===== config.mk =====
export PLATFORM = sky130hd
export DESIGN_NAME = cheb_term_gen
export DESIGN_NICKNAME = d
export VERILOG_FILES = /design/src/rtl/cheb_pkg.sv /design/src/rtl/cheb_recur_alu.sv /design/src/rtl/cheb_term_gen.sv
export SDC_FILE = /design/constraint.sdc
export NUM_CORES = 1
export LEC_CHECK = 0
export BUFFER_PORTS_ARGS = -buffer_cell sky130_fd_sc_hd__buf_2
export CORE_MARGIN = 3
export CORE_UTILIZATION = 44
export DETAILED_ROUTE_END_ITERATION = 10
export SYNTH_ARGS = -nofsm -noshare
export SYNTH_HDL_FRONTEND = slang
export SYNTH_SLANG_ARGS = --single-unit

===== constraint.sdc =====
create_clock -name clock -period 6.45 [get_ports clock]
set_input_delay 0.645 -clock clock [delete_from_list [all_inputs] [get_ports clock]]
set_output_delay 0.645 -clock clock [all_outputs]
set_load 0.01 [all_outputs]

===== src/rtl/cheb_pkg.sv =====
// Shared definitions for the Chebyshev term generator: FSM states, default
// parameters and the Q-format / index-width helpers used by every file.
package cheb_pkg;

  typedef enum logic [1:0] {
    ST_IDLE,
    ST_EMIT0,
    ST_EMIT1,
    ST_RECUR
  } cheb_state_e;

  localparam int CHEB_WL_X_DEF   = 8;
  localparam int CHEB_DEGREE_DEF = 3;

  // Fraction bits of x (Q1.F) and of the terms (Q2.F) are the same F.
  function automatic int cheb_frac_bits(input int wl_x);
    return wl_x - 1;
  endfunction

  // ceil(ld(degree+1)): bits needed to count terms 0..degree.
  function automatic int cheb_widen(input int degree);
    return $clog2(degree + 1);
  endfunction

  localparam int CHEB_FRAC_DEF      = cheb_frac_bits(CHEB_WL_X_DEF);
  localparam int CHEB_ADD_WIDEN_DEF = cheb_widen(CHEB_DEGREE_DEF);

endpackage


===== src/rtl/cheb_recur_alu.sv =====
// One step of the Chebyshev recurrence:
// T_{k+1} = sat(2*((x*T_k) >>> F) - T_{k-1}), purely combinational.
module cheb_recur_alu
  import cheb_pkg::*;
#(
  parameter int WL_X = CHEB_WL_X_DEF,
  parameter int WL_T = WL_X + 1
) (
  input  logic [WL_X-1:0] i_x,
  input  logic [WL_T-1:0] i_tk,
  input  logic [WL_T-1:0] i_tkm1,
  output logic [WL_T-1:0] o_tnext
);

  localparam int WL_I = WL_X + WL_T + 1;
  localparam int FRAC = cheb_frac_bits(WL_X);
  localparam logic signed [WL_I-1:0] SAT_MAX = WL_I'((2 ** (WL_T - 1)) - 1);
  localparam logic signed [WL_I-1:0] SAT_MIN = WL_I'(-(2 ** (WL_T - 1)));

  logic signed [WL_I-1:0] w_x;
  logic signed [WL_I-1:0] w_tk;
  logic signed [WL_I-1:0] w_tkm1;
  logic signed [WL_I-1:0] w_prod;
  logic signed [WL_I-1:0] w_shift;
  logic signed [WL_I-1:0] w_diff;

  // Widen before multiplying so the product and the doubled difference
  // can never wrap; the arithmetic shift rounds toward -inf.
  assign w_x     = WL_I'($signed(i_x));
  assign w_tk    = WL_I'($signed(i_tk));
  assign w_tkm1  = WL_I'($signed(i_tkm1));
  assign w_prod  = w_x * w_tk;
  assign w_shift = w_prod >>> FRAC;
  assign w_diff  = (w_shift <<< 1) - w_tkm1;

  // NOTE: o_tnext gets a default before the branches so no latch is inferred.
  always_comb begin
    o_tnext = w_diff[WL_T-1:0];
    if (w_diff > SAT_MAX) begin
      o_tnext = SAT_MAX[WL_T-1:0];
    end else if (w_diff < SAT_MIN) begin
      o_tnext = SAT_MIN[WL_T-1:0];
    end
  end

endmodule


===== src/rtl/cheb_term_gen.sv =====
// Streams Chebyshev terms T_0(x)..T_DEGREE(x) one per accepted handshake,
// with all outputs registered and held stable under backpressure.
module cheb_term_gen
  import cheb_pkg::*;
#(
  parameter int WL_X   = CHEB_WL_X_DEF,
  parameter int DEGREE = CHEB_DEGREE_DEF,
  localparam int WL_T  = WL_X + 1,
  localparam int WL_K  = cheb_widen(DEGREE)
) (
  input  logic            clock,
  input  logic            resetn,
  input  logic            start,
  input  logic [WL_X-1:0] x,
  output logic            busy,
  output logic            t_valid,
  input  logic            t_ready,
  output logic [WL_T-1:0] t_data,
  output logic [WL_K-1:0] t_index,
  output logic            t_last
);

  localparam logic [WL_K-1:0] LAST_IDX = WL_K'(DEGREE);
  localparam logic [WL_T-1:0] T_ONE    = WL_T'(1) << cheb_frac_bits(WL_X);

  cheb_state_e     r_state;
  logic [WL_X-1:0] r_x;
  logic [WL_T-1:0] r_tk;
  logic [WL_T-1:0] r_tkm1;
  logic [WL_K-1:0] r_index;
  logic            r_valid;
  logic            r_busy;
  logic            r_last;

  logic [WL_T-1:0] w_tnext;
  logic [WL_K-1:0] w_index_next;
  logic            w_xfer;

  assign w_xfer       = r_valid && t_ready;
  assign w_index_next = r_index + WL_K'(1);

  cheb_recur_alu #(
    .WL_X(WL_X),
    .WL_T(WL_T)
  ) u_alu (
    .i_x    (r_x),
    .i_tk   (r_tk),
    .i_tkm1 (r_tkm1),
    .o_tnext(w_tnext)
  );

  // NOTE: sequential state uses non-blocking assignments only, and the
  // synchronous reset clears every datapath register, not just the state.
  always_ff @(posedge clock) begin
    if (!resetn) begin
      r_state <= ST_IDLE;
      r_x     <= '0;
      r_tk    <= '0;
      r_tkm1  <= '0;
      r_index <= '0;
      r_valid <= 1'b0;
      r_busy  <= 1'b0;
      r_last  <= 1'b0;
    end else begin
      unique case (r_state)
        ST_IDLE: begin
          if (start) begin
            r_x     <= x;
            r_tk    <= T_ONE;
            r_tkm1  <= '0;
            r_index <= '0;
            r_last  <= 1'b0;
            r_valid <= 1'b1;
            r_busy  <= 1'b1;
            r_state <= ST_EMIT0;
          end
        end
        ST_EMIT0: begin
          if (w_xfer) begin
            r_tkm1  <= r_tk;
            r_tk    <= {r_x[WL_X-1], r_x};
            r_index <= w_index_next;
            r_last  <= (w_index_next == LAST_IDX);
            r_state <= ST_EMIT1;
          end
        end
        ST_EMIT1, ST_RECUR: begin
          if (w_xfer) begin
            if (r_last) begin
              r_tk    <= '0;
              r_tkm1  <= '0;
              r_index <= '0;
              r_last  <= 1'b0;
              r_valid <= 1'b0;
              r_busy  <= 1'b0;
              r_state <= ST_IDLE;
            end else begin
              r_tkm1  <= r_tk;
              r_tk    <= w_tnext;
              r_index <= w_index_next;
              r_last  <= (w_index_next == LAST_IDX);
              r_state <= ST_RECUR;
            end
          end
        end
        default: r_state <= ST_IDLE;
      endcase
    end
  end

  assign busy    = r_busy;
  assign t_valid = r_valid;
  assign t_data  = r_tk;
  assign t_index = r_index;
  assign t_last  = r_last;

endmodule


==> results of run 1 <==
[routing by layer]
layer | track usage, % | wire (um) | vias up
li1 | - | - | 1690
met1 | 26.5 | 4950 | 1708
met2 | 34.9 | 5370 | 49
met3 | 2.13 | 261 | 10
met4 | 3.52 | 110 | 0
met5 | 0 | 0 | -
[worst max-delay path, cell delays in order (launching register included)]
cell and delay [ns]:
dfxtp_2 0.40, nand2b_1 0.12, fa_1 0.52, fa_1 0.55
inv_1 0.05, fa_1 0.50, fa_1 0.49, ha_1 0.36
nand3_1 0.10, nand2_1 0.06, a41o_1 0.25, o211a_1 0.29
o21a_1 0.22, o21a_1 0.23, o31ai_2 0.21, xnor2_1 0.16
ha_1 0.31, nand2b_1 0.13, a21oi_1 0.07, a311oi_2 0.26
o311a_4 0.29, o22ai_4 0.10, a32oi_1 0.21, a21oi_1 0.08
[power by group through the flow]
| stage | Sequential, mW | Combinational (mW) | Clock [mW] |
|---|---|---|---|
| after floorplan | 0.215 | 0.199 | 0 |
| after global placement | 0.225 | 0.245 | 0 |
| after detailed placement | 0.225 | 0.250 | 0 |
| after CTS | 0.220 | 0.253 | 0.194 |
| after global routing | 0.223 | 0.292 | 0.205 |
| final | 0.221 | 0.263 | 0.193 |
[per-stage QoR]
step	area, um^2	hold slack, ns	std cells
2_1_floorplan	4430	0.495	523
3_3_place_gp	4720	0.472	664
3_5_place_dp	4720	0.493	664
4_1_cts	4830	0.501	672
5_1_grt	4870	0.559	672
6_report	4870	0.505	672
[cell type report]
class / instances / area, um^2
fill: 943 / 4630
multi-input combinational: 379 / 3400
sequential: 32 / 656
inverter: 85 / 319
timing repair buffer: 39 / 230
tap: 129 / 161
clock buffer: 6 / 72.6
clock inverter: 2 / 35.0
[layout by cell type, fill, tap and decap left out, types with 14 or more instances in the layout]
| cell | n |
|---|---|
| a21oi_1 | 18 |
| a22oi_1 | 15 |
| and2_1 | 39 |
| buf_2 | 25 |
| buf_4 | 14 |
| dfxtp_1 | 22 |
| fa_1 | 60 |
| ha_1 | 38 |
| inv_1 | 83 |
| nand2_1 | 73 |
| nor2_1 | 23 |
| nor2b_1 | 16 |
| xnor2_1 | 18 |
[cells in the mapped netlist, types with 2 or more instances]
cell type / n / area (um^2)
and3_1: 2 / 12.5
clkbuf_1: 24 / 90.1
and2_1: 39 / 244
ha_1: 40 / 500
nor2_1: 23 / 86.3
a22oi_1: 15 / 113
nor3_1: 5 / 25.0
o21a_1: 4 / 30.0
a21oi_2: 3 / 26.3
nand2b_1: 7 / 43.8
a21boi_0: 11 / 82.6
o21ai_1: 2 / 10.0
nand3_1: 7 / 35.0
nor2b_1: 16 / 100
a21oi_1: 18 / 90.1
inv_1: 85 / 319
xnor2_1: 18 / 158
or2_2: 3 / 18.8
a41o_1: 2 / 20.0
o21ai_0: 5 / 25.0
fa_1: 60 / 1200
dfxtp_1: 32 / 641
nand2_1: 73 / 274
o21bai_1: 2 / 15.0
buf_1: 2 / 7.51
xor2_1: 3 / 26.3
[worst max-delay path by stage]
stage / slack (ns) / cells after the start / endpoint / startpoint
floorplan: 0.48 / 24 / t_data[7] / t_data[8]
global placement: 0.24 / 24 / t_data[7] / r_x[0]
detailed placement: 0.1 / 23 / t_data[7] / r_x[7]
CTS: 0.07 / 23 / t_data[7] / r_x[7]
global route: 0.009 / 24 / t_data[5] / r_x[0]
finish: 0.35 / 23 / t_data[5] / r_x[7]
[flip-flops by register name (all words and copies together) (netlist names)]
name	count
busy	1
t_data	9
t_last	1
r_state	2
t_index	2
r_tkm1	9
r_x	8
[cells by family after synthesis]
logic type | Yosys count
mux | 1
simple gates | 178
fa+ha+maj | 100
xor+xnor | 21
buf+inv | 112
compound gates | 79
flops | 32
[repair_timing]
| item | CTS | global route |
|---|---|---|
| resized for setup | 1 | 18 |
| setup endpoints to repair | 2 | 9 |
| hold endpoints to repair | 0 | 0 |
| pin swaps | 0 | 3 |
==> flow_metrics.env, run 1 <==
export IMPL_status="finished, final reports clean"
export IMPL_synth_xor_area_share_pct=4.15
export IMPL_fmax_mhz=164
export IMPL_yosysUniqueCellTypes=48
export IMPL_core_um2=9500
export IMPL_finClkSkew_ns=0.0100
export IMPL_num_io_pins=26
export IMPL_drv_slew=0
export IMPL_tightestPinTransition_ns=1.11
export IMPL_dr_pass1_iters=5
export IMPL_dieArea_um2=11300
export IMPL_yosysWarnings=0
export IMPL_ys_seq_elements=32
export IMPL_h_tree_depth=2
export IMPL_synth_area_mux_share_pct=0.226
export IMPL_row_count=35
export IMPL_grt_pass1_wl_mm=17.8
export IMPL_clk_pin_slew_ns=0.07
export IMPL_critPathArrivalTime_ns=6.26
export IMPL_clockBufferDepth=2
export IMPL_worstRegToRegCells=23
export IMPL_final_nets=654
export IMPL_power_static_leakage_nw=2.42
export IMPL_numPortBuffers=25
export IMPL_rsz0062_at_grt="false"
export IMPL_cp_end_kind="flip-flop"
export IMPL_pwr_density_cell_nw_per_um2=139
export IMPL_relSlewSlack_pct=26.0
export IMPL_p_switching_mw=0.249
export IMPL_gp_congestion=0.884
export IMPL_period_share_pct=94.5
export IMPL_critical_path_class="reg2reg"
export IMPL_synth_top_family_by_area="adder cells"
export IMPL_switching_share_pct=36.7
export IMPL_whs_endpoint="t_index[1]"
export IMPL_syn_to_final_growth_pct=9.94
export IMPL_avgSynthCellArea_um2=8.47
export IMPL_synth_adder_area_share_pct=38.4
export IMPL_grt_max_degree=33
export IMPL_grt_ovfl_total=0
export IMPL_cts_inserted_buffers=5
export IMPL_cts_sinks=32
export IMPL_grtUsageTotal_pct=19.8
export IMPL_rr_startpoint="r_x[7]"
export IMPL_drt_iter0_markers=152
export IMPL_min_from="t_index[1]"
export IMPL_hold_buffers=0
export IMPL_die_height_um=106
export IMPL_hold_path_class="reg2reg"
export IMPL_ir_worst_vdd_v=0.000139
export IMPL_r2r_end="t_data[5]"
export IMPL_synth_simple_gate_area_share_pct=19.5
export IMPL_setup_viol_count_final=0
export IMPL_p_int_mw=0.429
export IMPL_vias=3457
export IMPL_final_util_pct=51.2
export IMPL_antenna_found_initial=0
export IMPL_pre_cts_slack_ns=0.0962
export IMPL_wl_mm=10.7
export IMPL_synth_compound_area_share_pct=13.7
export IMPL_synth_ff_type="dfxtp_1"
export IMPL_grt_pass1_vias=3563
export IMPL_p_total_mw=0.678
export IMPL_remaining_drc_errors=0
export IMPL_ant_nets=0
export IMPL_min_delay_path_depth=2
export IMPL_cts_setup_buffers=0
export IMPL_synth_async_sr_flop_share_pct=0
export IMPL_synth_cell_area_um2=4430
export IMPL_seqPwrFrac_pct=32.7
export IMPL_post_drt_wl_per_cell_um=15.9
export IMPL_hold_viol=0
export IMPL_ys_seq_area_share_pct=14.5
export IMPL_setup_tns_ns=0
export IMPL_diodes=0
export IMPL_worstPathRequired_ns=6.61
export IMPL_clock_power_share_pct=28.5
export IMPL_crit_fanout=8
export IMPL_syn_nets=635
export IMPL_fin_crit_ns=6.10
export IMPL_layout_drive_gt1_share_pct=14.2
export IMPL_start_util_pct=46.6
export IMPL_ff2ff_setup_slack_ns=0.35
export IMPL_synth_edff_count=0
export IMPL_via_per_inst=5.14
export IMPL_fin_ws_ns=0.352
export IMPL_die_w_um=106
export IMPL_start_kind="flip-flop"
export IMPL_netlist_instances=523
export IMPL_max_cap_violations=0
export IMPL_dp_hpwl_mm=8.62
export IMPL_insertion_delay_ns=0.29
export IMPL_power_frac_comb_pct=38.8
export IMPL_cts_tree="built"
export IMPL_cts_root_buf="clkbuf_8"
No activity file was read; power rests on OpenSTA's default activity.
==> run 2: changes to the inputs <==
--- a/config.mk
+++ b/config.mk
@@ -7,7 +7,7 @@
 export LEC_CHECK = 0
 export BUFFER_PORTS_ARGS = -buffer_cell sky130_fd_sc_hd__buf_2
 export CORE_MARGIN = 3
-export CORE_UTILIZATION = 44
+export CORE_UTILIZATION = 25
 export DETAILED_ROUTE_END_ITERATION = 10
 export SYNTH_ARGS = -nofsm -noshare
 export SYNTH_HDL_FRONTEND = slang
==> run 2 against run 1 <==
Compared with the run above: setup slack got worse by 0.011 ns; sequential share of layout area shrank 0.36 points; critical path type unchanged; sequential power hardly changed; clock skew fell by 0.0055 ns; combinational power shrank 3%; critical path depth unchanged.
==> flow_metrics.env, run 2 (synthesis results as in run 1) <==
export IMPL_dieArea_um2=19400
export IMPL_pre_cts_slack_ns=0.0609
export IMPL_antenna_found_initial=0
export IMPL_hold_buffers=0
export IMPL_fin_cells=769
export IMPL_rr_startpoint="r_x[7]"
export IMPL_regArea_um2=662
export IMPL_p_total_mw=0.752
export IMPL_tightestPinTransition_ns=1.18
export IMPL_final_common_cell="inv_1"
export IMPL_multi_input_area_um2=3380
export IMPL_vias=3415
export IMPL_fmax_mhz=164
export IMPL_cp_end_kind="flip-flop"
export IMPL_ir_worst_vdd_v=0.000101
export IMPL_worstRegToRegCells=23
export IMPL_whs_ns=0.488
export IMPL_min_delay_path_depth=2
export IMPL_via_per_inst=4.44
export IMPL_grt_ovfl_total=0
export IMPL_setup_tns_ns=0
export IMPL_dr_pass1_iters=4
export IMPL_num_io_pins=26
export IMPL_max_cap_violations=0
export IMPL_place_area_um2=4840
export IMPL_hold_viol=0
export IMPL_syn_to_final_growth_pct=14.1
export IMPL_wl_mm=10.3
export IMPL_die_height_um=139
export IMPL_critical_path_class="reg2reg"
export IMPL_grt_max_degree=33
export IMPL_h_tree_depth=2
export IMPL_diodes=0
export IMPL_drt_iter0_markers=214
export IMPL_crit_fanout=6
export IMPL_period_share_pct=94.7
export IMPL_cts_sinks=32
export IMPL_cts_inserted_buffers=5
export IMPL_remaining_drc_errors=0
export IMPL_cts_tree="built"
export IMPL_relSlewSlack_pct=21.3
export IMPL_fin_ws_ns=0.342
export IMPL_ant_nets=0
export IMPL_core_um2=17300
export IMPL_start_util_pct=25.6
export IMPL_row_count=48
export IMPL_worstPathRequired_ns=6.66
export IMPL_start_kind="flip-flop"
export IMPL_power_static_leakage_nw=2.46
export IMPL_whs_endpoint="t_index[1]"
export IMPL_fillers=1865
export IMPL_hold_path_class="reg2reg"
export IMPL_setup_viol_count_final=0
export IMPL_grtUsageTotal_pct=10.7
export IMPL_insertion_delay_ns=0.29
export IMPL_status="finished, final reports clean"
export IMPL_clk_pin_slew_ns=0.06
export IMPL_min_from="t_index[1]"
export IMPL_clockBufferDepth=2
export IMPL_final_util_pct=29.2
export IMPL_dp_cells=760
export IMPL_pwr_density_cell_nw_per_um2=149
export IMPL_cts_root_buf="clkbuf_16"
export IMPL_post_drt_wl_per_cell_um=13.3
export IMPL_fin_crit_ns=6.11
export IMPL_ff2ff_setup_slack_ns=0.34
export IMPL_numPortBuffers=25
export IMPL_final_cell_mix="84 x inv_1, 72 x nand2_1, 60 x fa_1"
export IMPL_dp_hpwl_mm=8.30
export IMPL_postLayoutCellArea_um2=5050
export IMPL_drv_slew=0
export IMPL_finClkSkew_ns=0.00450
export IMPL_final_nets=655
export IMPL_gp_congestion=0.836
export IMPL_r2r_end="t_data[7]"
export IMPL_die_w_um=139
export IMPL_grt_pass1_vias=3295
export IMPL_grt_pass1_wl_mm=16.9
export IMPL_layout_drive_gt1_share_pct=14.5
export IMPL_critPathArrivalTime_ns=6.32
[run 2: timing repair]
item	4_1_cts	5_1_grt
setup buffers	0	1
endpoints found under the setup margin	0	9
gates resized for setup	0	20
[run 2: layer usage]
metal | vias to the layer above | track usage (%) | share of wire, %
li1 | 1690 | - | -
met1 | 1658 | 15.2 | 47
met2 | 59 | 17.4 | 48
met3 | 8 | 1.31 | 3.6
met4 | 0 | 2.78 | 0.63
met5 | - | 0 | 0
[run 2: final cells by class]
class                   count  share of cell area, %
repair buffers             40                   4.71
well taps                 225                   5.57
flip-flops and latches     32                   13.1
clock inverters             3                  0.842
inverters                  85                   6.32
clock buffers               5                   2.48
multi-input cells         379                   67.0
[run 2: power by group]
| group | total, mW | switching (mW) | internal, mW |
|---|---|---|---|
| Clock | 0.275 | 0.0933 | 0.181 |
| Combinational | 0.256 | 0.151 | 0.105 |
| Sequential | 0.221 | 0.0157 | 0.206 |
| Total | 0.752 | 0.260 | 0.492 |
[run 2: worst max-delay path, cell delays in order (launching register included)]
cell,delay [ns]
dfxtp_2,0.39
nand2b_1,0.12
fa_1,0.52
fa_1,0.55
inv_1,0.06
fa_1,0.50
fa_1,0.49
ha_1,0.36
nand3_1,0.10
nand2_1,0.05
a41o_1,0.22
o211a_1,0.26
o21a_1,0.20
o21a_1,0.22
o31ai_2,0.25
xnor2_1,0.21
ha_1,0.34
inv_1,0.12
nand3_1,0.08
a211o_2,0.28
o311a_4,0.14
a21oi_2,0.28
a21oi_4,0.12
a31oi_1,0.17
[run 2: worst max-delay path by stage]
| stage | from | to | slack, ns |
|---|---|---|---|
| 2_1_floorplan | t_data[8] | t_data[7] | 0.48 |
| 3_3_place_gp | t_data[4] | t_data[7] | 0.09 |
| 3_5_place_dp | t_data[4] | t_data[7] | 0.06 |
| 4_1_cts | t_data[4] | t_data[5] | 0.04 |
| 5_1_grt | r_x[7] | t_data[2] | -0.03 |
| 6_report | r_x[7] | t_data[7] | 0.34 |
